## src/rtl/row_drain.sv

```systemverilog
// row_drain: buffers wide result rows and drains them one word per handshake.
//
// Purpose
//   Sits directly after the PE result write stage. Each row_we strobe
//   delivers one full row of ARRAY_SIZE words plus a small tag. Up to
//   ROW_DEPTH rows are held in a circular buffer. The head row is then
//   serialized word by word onto a valid/ready stream for the host/DMA.
//
// Parameters
//   ARRAY_SIZE : words per row (power of 2, >= 2)
//   DATA_WIDTH : bits per word
//   ROW_DEPTH  : row buffer entries (power of 2, >= 2)
//
// Ports
//   clk, srst      : clock and synchronous active-high reset
//   row_we         : row write strobe
//   row_wdata      : row payload, word i = [i*DATA_WIDTH +: DATA_WIDTH]
//   row_waddr      : row tag, stored with the row
//   row_full       : buffer holds ROW_DEPTH rows
//   out_valid      : out_* carry a valid word
//   out_ready      : consumer accepts the word
//   out_data       : current word
//   out_idx        : word index within the row
//   out_tag        : tag of the row being drained
//   out_last       : current word is the last of its row
//   out_parity     : XOR-reduce of out_data (ROW_DRAIN_PARITY_EN only)
//   overflow       : sticky flag, a row write was dropped
//   busy           : buffer non-empty
//
// Build option
//   ROW_DRAIN_PARITY_EN : adds per-word parity storage and out_parity.

module row_drain #(
    parameter int ARRAY_SIZE = 32,
    parameter int DATA_WIDTH = 32,
    parameter int ROW_DEPTH  = 2
) (
    input  logic                             clk,
    input  logic                             srst,
    input  logic                             row_we,
    input  logic [ARRAY_SIZE*DATA_WIDTH-1:0] row_wdata,
    input  logic [$clog2(ARRAY_SIZE)-1:0]    row_waddr,
    output logic                             row_full,
    output logic                             out_valid,
    input  logic                             out_ready,
    output logic [DATA_WIDTH-1:0]            out_data,
    output logic [$clog2(ARRAY_SIZE)-1:0]    out_idx,
    output logic [$clog2(ARRAY_SIZE)-1:0]    out_tag,
    output logic                             out_last,
`ifdef ROW_DRAIN_PARITY_EN
    output logic                             out_parity,
`endif
    output logic                             overflow,
    output logic                             busy
);

    localparam int IW = $clog2(ARRAY_SIZE);
    localparam int PW = $clog2(ROW_DEPTH);
    localparam int CW = PW + 1;
    localparam int RW = ARRAY_SIZE * DATA_WIDTH;

    typedef enum logic {
        S_IDLE,
        S_DRAIN
    } state_e;

    // ------------------------------------------------------------------
    // State
    // ------------------------------------------------------------------
    state_e          state_q, state_d;
    logic [PW-1:0]   wr_ptr_q, wr_ptr_d;
    logic [PW-1:0]   rd_ptr_q, rd_ptr_d;
    logic [CW-1:0]   count_q, count_d;
    logic [IW-1:0]   word_cnt_q, word_cnt_d;
    logic            overflow_q, overflow_d;

    // Row storage: deliberately not reset, the pointers define validity.
    logic [RW-1:0]   row_mem_q [ROW_DEPTH];
    logic [IW-1:0]   tag_mem_q [ROW_DEPTH];

`ifdef ROW_DRAIN_PARITY_EN
    logic [ARRAY_SIZE-1:0] par_mem_q [ROW_DEPTH];
    logic [ARRAY_SIZE-1:0] wr_par;
    logic                  head_par;
`endif

    // ------------------------------------------------------------------
    // Handshake and buffer events
    // ------------------------------------------------------------------
    logic            draining;
    logic            full;
    logic            last_word;
    logic            xfer;
    logic            pop;
    logic            accept;

    always_comb begin
        draining  = (state_q == S_DRAIN);
        full      = (count_q == CW'(ROW_DEPTH));
        last_word = (word_cnt_q == IW'(ARRAY_SIZE - 1));
        xfer      = draining & out_ready;
        pop       = xfer & last_word;
        // A write into a full buffer still lands when the head row is
        // leaving on this very edge: its slot is the one wr_ptr points at.
        accept    = row_we & (~full | pop);
    end

    // ------------------------------------------------------------------
    // Drain FSM: next state
    // ------------------------------------------------------------------
    always_comb begin
        state_d = state_q;
        unique case (state_q)
            S_IDLE: begin
                if (accept) begin
                    state_d = S_DRAIN;
                end
            end
            S_DRAIN: begin
                if (pop && !accept && (count_q == CW'(1))) begin
                    state_d = S_IDLE;
                end
            end
            default: state_d = S_IDLE;
        endcase
    end

    // ------------------------------------------------------------------
    // Pointer, counter and flag next state
    // ------------------------------------------------------------------
    always_comb begin
        wr_ptr_d   = wr_ptr_q;
        rd_ptr_d   = rd_ptr_q;
        count_d    = count_q;
        word_cnt_d = word_cnt_q;
        overflow_d = overflow_q;

        if (accept) begin
            wr_ptr_d = wr_ptr_q + PW'(1);
        end

        // word_cnt wraps to 0 on its own after the last word since
        // ARRAY_SIZE is a power of two.
        if (xfer) begin
            word_cnt_d = word_cnt_q + IW'(1);
        end

        if (pop) begin
            rd_ptr_d = rd_ptr_q + PW'(1);
        end

        unique case ({accept, pop})
            2'b10:   count_d = count_q + CW'(1);
            2'b01:   count_d = count_q - CW'(1);
            default: count_d = count_q;
        endcase

        if (row_we && !accept) begin
            overflow_d = 1'b1;
        end
    end

    // ------------------------------------------------------------------
    // Control registers
    // ------------------------------------------------------------------
    always_ff @(posedge clk) begin
        if (srst) begin
            state_q    <= S_IDLE;
            wr_ptr_q   <= '0;
            rd_ptr_q   <= '0;
            count_q    <= '0;
            word_cnt_q <= '0;
            overflow_q <= 1'b0;
        end else begin
            state_q    <= state_d;
            wr_ptr_q   <= wr_ptr_d;
            rd_ptr_q   <= rd_ptr_d;
            count_q    <= count_d;
            word_cnt_q <= word_cnt_d;
            overflow_q <= overflow_d;
        end
    end

    // ------------------------------------------------------------------
    // Row storage
    // ------------------------------------------------------------------
`ifdef ROW_DRAIN_PARITY_EN
    // Parity is taken once at accept time so the read side only muxes.
    always_comb begin
        wr_par = '0;
        for (int i = 0; i < ARRAY_SIZE; i++) begin
            wr_par[i] = ^row_wdata[i*DATA_WIDTH +: DATA_WIDTH];
        end
    end
`endif

    always_ff @(posedge clk) begin
        if (accept && !srst) begin
            row_mem_q[wr_ptr_q] <= row_wdata;
            tag_mem_q[wr_ptr_q] <= row_waddr;
`ifdef ROW_DRAIN_PARITY_EN
            par_mem_q[wr_ptr_q] <= wr_par;
`endif
        end
    end

    // ------------------------------------------------------------------
    // Read side: select the current word of the head row
    // ------------------------------------------------------------------
    logic [RW-1:0]         head_row;
    logic [DATA_WIDTH-1:0] head_word;

    always_comb begin
        head_row  = row_mem_q[rd_ptr_q];
        head_word = '0;
        for (int i = 0; i < ARRAY_SIZE; i++) begin
            if (word_cnt_q == IW'(i)) begin
                head_word = head_row[i*DATA_WIDTH +: DATA_WIDTH];
            end
        end
    end

`ifdef ROW_DRAIN_PARITY_EN
    always_comb begin
        head_par = par_mem_q[rd_ptr_q][word_cnt_q];
    end
`endif

    // ------------------------------------------------------------------
    // Outputs: everything is registered state, so out_* hold by
    // themselves under back-pressure and are forced to 0 when idle.
    // ------------------------------------------------------------------
    always_comb begin
        out_valid = draining;
        out_data  = '0;
        out_idx   = '0;
        out_tag   = '0;
        out_last  = 1'b0;
        if (draining) begin
            out_data = head_word;
            out_idx  = word_cnt_q;
            out_tag  = tag_mem_q[rd_ptr_q];
            out_last = last_word;
        end
        row_full = full;
        busy     = (count_q != '0);
        overflow = overflow_q;
    end

`ifdef ROW_DRAIN_PARITY_EN
    always_comb begin
        out_parity = draining & head_par;
    end
`endif

endmodule

```

## config.mk

```make
export PLATFORM = sky130hd
export DESIGN_NAME = row_drain
export DESIGN_NICKNAME = d
export VERILOG_FILES = /design/src/rtl/row_drain.sv
export SDC_FILE = /design/constraint.sdc
export NUM_CORES = 2
export LEC_CHECK = 0
export CAP_MARGIN = 10
export CORE_AREA = 2 2 418 420
export CTS_BUF_LIST = sky130_fd_sc_hd__clkbuf_16
export DETAILED_ROUTE_END_ITERATION = 16
export DIE_AREA = 0 0 420 422
export HOLD_SLACK_MARGIN = 0.05
export PLACE_DENSITY = 0.77
export SLEW_MARGIN = 0
export SYNTH_ARGS = -nofsm -noshare
export SYNTH_HDL_FRONTEND = slang
export SYNTH_SLANG_ARGS = --single-unit
```

## constraint.sdc

```tcl
create_clock -name clk -period 133.5 [get_ports clk]
set_clock_uncertainty 0.2 [all_clocks]
set_input_delay 26.7 -clock clk [delete_from_list [all_inputs] [get_ports clk]]
set_output_delay 26.7 -clock clk [all_outputs]
set_load 0.005 [all_outputs]
```

==> flow_summary.toml <==
[placement]
dp_hpwl_um = 209700
gp_congestion = 0.9447
portBuffers = 1079
pre_cts_slack_ns = 98.26

[critical_path]
endpoint_kind = "output port"
cpPeakStageDelay_ns = 0.92
crit_slowest_cell = "dfxtp_4"
crit_top_cell = "buf_4"
critPathArrivalTime_ns = 9.33
cp_max_fo = 116
required_ns = 106.60
path_cells = "buf_4 > buf_4 > buf_4 > buf_12 > buf_4 > buf_4 > mux2i_1 > o221ai_1 > a21oi_1 > o2111ai_1 > o2111ai_1 > nand3_1 > clkdlybuf4s50_1"
ff2ff_path_depth = 16
path_class = "flip-flop to output port"
cp-start-kind = "flip-flop"

[logic_synthesis]
ys_seq_area_frac = 0.7407
synth_top_family_by_area = "multiplexers"
yosys.area_share.simple = 0.02465
synth_warnings = 0
synth_xor_area_frac = 0.0006274
synthArstFlopShare = 0
synth_compound_area_frac = 0.08830
syn_area_um2 = 83760
syn-num-nets = 6085
synth_edf_count = 2058
synth_area_per_cell_um2 = 16.61
synthAdderAreaFrac = 0.001344
yosys.cell_types.count = 58
synth_seq_cells = 2070
synth_ff_type = "edfxtp_1"
synth.area.mux_share = 0.1256
synthCells = 5043

[final_layout]
multiInputGateArea_um2 = 20390
fillers = 12650
nets = 7131
area_delta_synth_final_pct = 23.83
final_common_cell = "edfxtp_1"
ff_latch_area_um2 = 62050
drive_gt1_frac = 0.09400
mostFrequentLayoutCells = "2058 x edfxtp_1, 1079 x clkdlybuf4s50_1, 871 x mux2i_1"

[power_and_ir_drop]
power.leakage_uw = 0.03239
vdd_drop_max_uv = 13.14
p_per_area_nw_per_um2 = 13.58

[drt]
drt-total-wl_um = 298900
vias_per_cell = 6.297
post_drt_wl_per_cell_um = 34.48
via_count = 54590
drt_first_iter_violations = 7787
drt_pass1_iterations = 7
drcViolationCount = 0
ant_nets = 0

[sta]
setup_slack_ns = 97.27
rsz0062_at_grt = "no"
finalSetupViolCount = 0
hold_viol = 0
maxSlewHeadroom = 0.1672
drv_slew = 0
max_freq_mhz = 27.60
layout_min_cycle_time_ns = 36.23
tns_ns = 0
period_share = 0.2714
max_slew.worst_pin.slew_ns = 1.249

[cts]
cts.sinks = 2070
post_cts_buffers = 0
cts.htree.levels = 4
cts_hold_buf = 0
cts_buffers = 201
clk_latency_ns = 0.86
clk_pin_slew_ns = 0.06
clock_path_buffers = 3
cts-root-buf = "clkbuf_16"
cts_resized = 0
cts_tree = "yes"

[grt]
grt_pass1_wl_um = 398800
grt_pass1_vias = 53000
track_usage = 0.3258
grt_max_degree = 169
grt_antenna_before_repair = 117
grt_overflow = 0

[flow_run]
max_cap_viol_count = 0

[die]
io_pins = 1080
start_util = 0.4845
dieArea_um2 = 177200
die_y_um = 422
die_w_um = 420
core_um2 = 172900
std_cell_rows = 153

[hold_path]
hp-class = "flip-flop to flip-flop"
holdPathStages = 2

[status]
status = "finished, final reports clean"
critical path, delay by kind of cell (launching register included):
family,cells,cell delay (ns)
buf+inv,7,5.25
mux,1,0.31
simple gates,1,0.36
compound gates,4,1.37
flops,1,0.92
path summary, 6_finish.rpt:
kind,start,end,slack [ns]
max reg2reg,word_cnt_q[2]$_SDFFE_PP0P_,row_mem_q[1][289]$_DFFE_PP_,123.97
min reg2reg,overflow$_SDFFE_PP0P_,overflow$_SDFFE_PP0P_,0.29
max,flip-flop,out_data[25],97.27
min,overflow$_SDFFE_PP0P_,overflow$_SDFFE_PP0P_,0.29
flip-flops by register name, indices dropped and copies added, names as in the netlist, named ones only:
register,flops
row_mem_q,2048
rd_ptr_q,1
overflow,1
wr_ptr_q,1
out_valid,1
count_q,2
word_cnt_q,5
tag_mem_q,10
cell families (layout without fill, tap and decap cells):
kind of cell,Yosys count,after routing
adders and majority gates,9,9
AOI/OAI and AO/OA,1154,1154
and+or+nand+nor,411,411
muxes,1031,1031
other,0,89
buffers and inverters,362,1574
DFF,2070,2070
xor gates and xnor gates,6,6
metrics by stage:
step	total power [uW]	util	std cells	instance area, um2	hold slack [ns]
finish	1408	0.6000	8669	103700	0.2950
global route	1440	0.5996	8645	103700	0.3305
CTS	1410	0.5987	8580	103500	0.2838
detailed placement	866.7	0.5618	8211	97120	0.2690
global placement	863.4	0.5618	8211	97120	0.2621
floorplan	881.5	-	5043	83760	0.2605
power breakdown:
| part | switching [uW] | leakage (uW) | total (uW) | internal, uW |
|---|---|---|---|---|
| sequential | 7.36 | 0.0189 | 757 | 749 |
| combinational | 57.0 | 0.0101 | 98.3 | 41.3 |
| clock | 245 | 0.00331 | 554 | 309 |
layer usage:
metal  up-vias  track usage  share of wire
met5         -            0         0.0012
met4        64       0.2541          0.091
met3       997      0.07528           0.10
met2      3907       0.5301           0.48
met1     27100       0.3708           0.33
li1      22510            -              -
layout make-up:
class | count | share of cell area
flip-flops and latches | 2070 | 0.5983
inverters | 7 | 0.0002533
well taps | 2325 | 0.02805
multi-input cells | 2611 | 0.1966
diodes | 89 | 0.002147
clock buffers | 205 | 0.04946
clock inverters | 164 | 0.01202
repair buffers | 1198 | 0.1132
cell usage after synthesis (3+ instances only):
cell type | number | area [um2]
a211o_1 | 32 | 280.3
a211oi_1 | 6 | 45.04
a21oi_1 | 409 | 2047
a221o_1 | 64 | 640.6
and2_1 | 7 | 43.79
and4_1 | 3 | 26.28
and4b_1 | 6 | 60.06
buf_1 | 8 | 30.03
buf_2 | 137 | 685.7
buf_4 | 7 | 52.55
clkbuf_1 | 201 | 754.5
dfxtp_1 | 12 | 240.2
edfxtp_1 | 2058 | 61800
ha_1 | 9 | 112.6
inv_1 | 5 | 18.77
mux2_2 | 160 | 1802
mux2i_1 | 871 | 8718
nand2_1 | 132 | 495.5
nand3_1 | 64 | 320.3
nand4_1 | 5 | 31.28
nand4b_1 | 8 | 70.07
nand4bb_1 | 8 | 90.09
nor2_1 | 78 | 292.8
nor2b_1 | 7 | 43.79
nor3_1 | 69 | 345.3
nor4bb_1 | 6 | 60.06
o2111ai_1 | 125 | 1095
o211a_1 | 31 | 310.3
o211ai_1 | 33 | 247.7
o21ai_0 | 284 | 1421
o21ai_1 | 35 | 175.2
o21bai_1 | 31 | 232.7
o221ai_1 | 64 | 560.5
o32ai_1 | 31 | 271.5
or4b_1 | 4 | 40.04
xor2_1 | 4 | 35.03
Power figures use the tool's default switching activity.
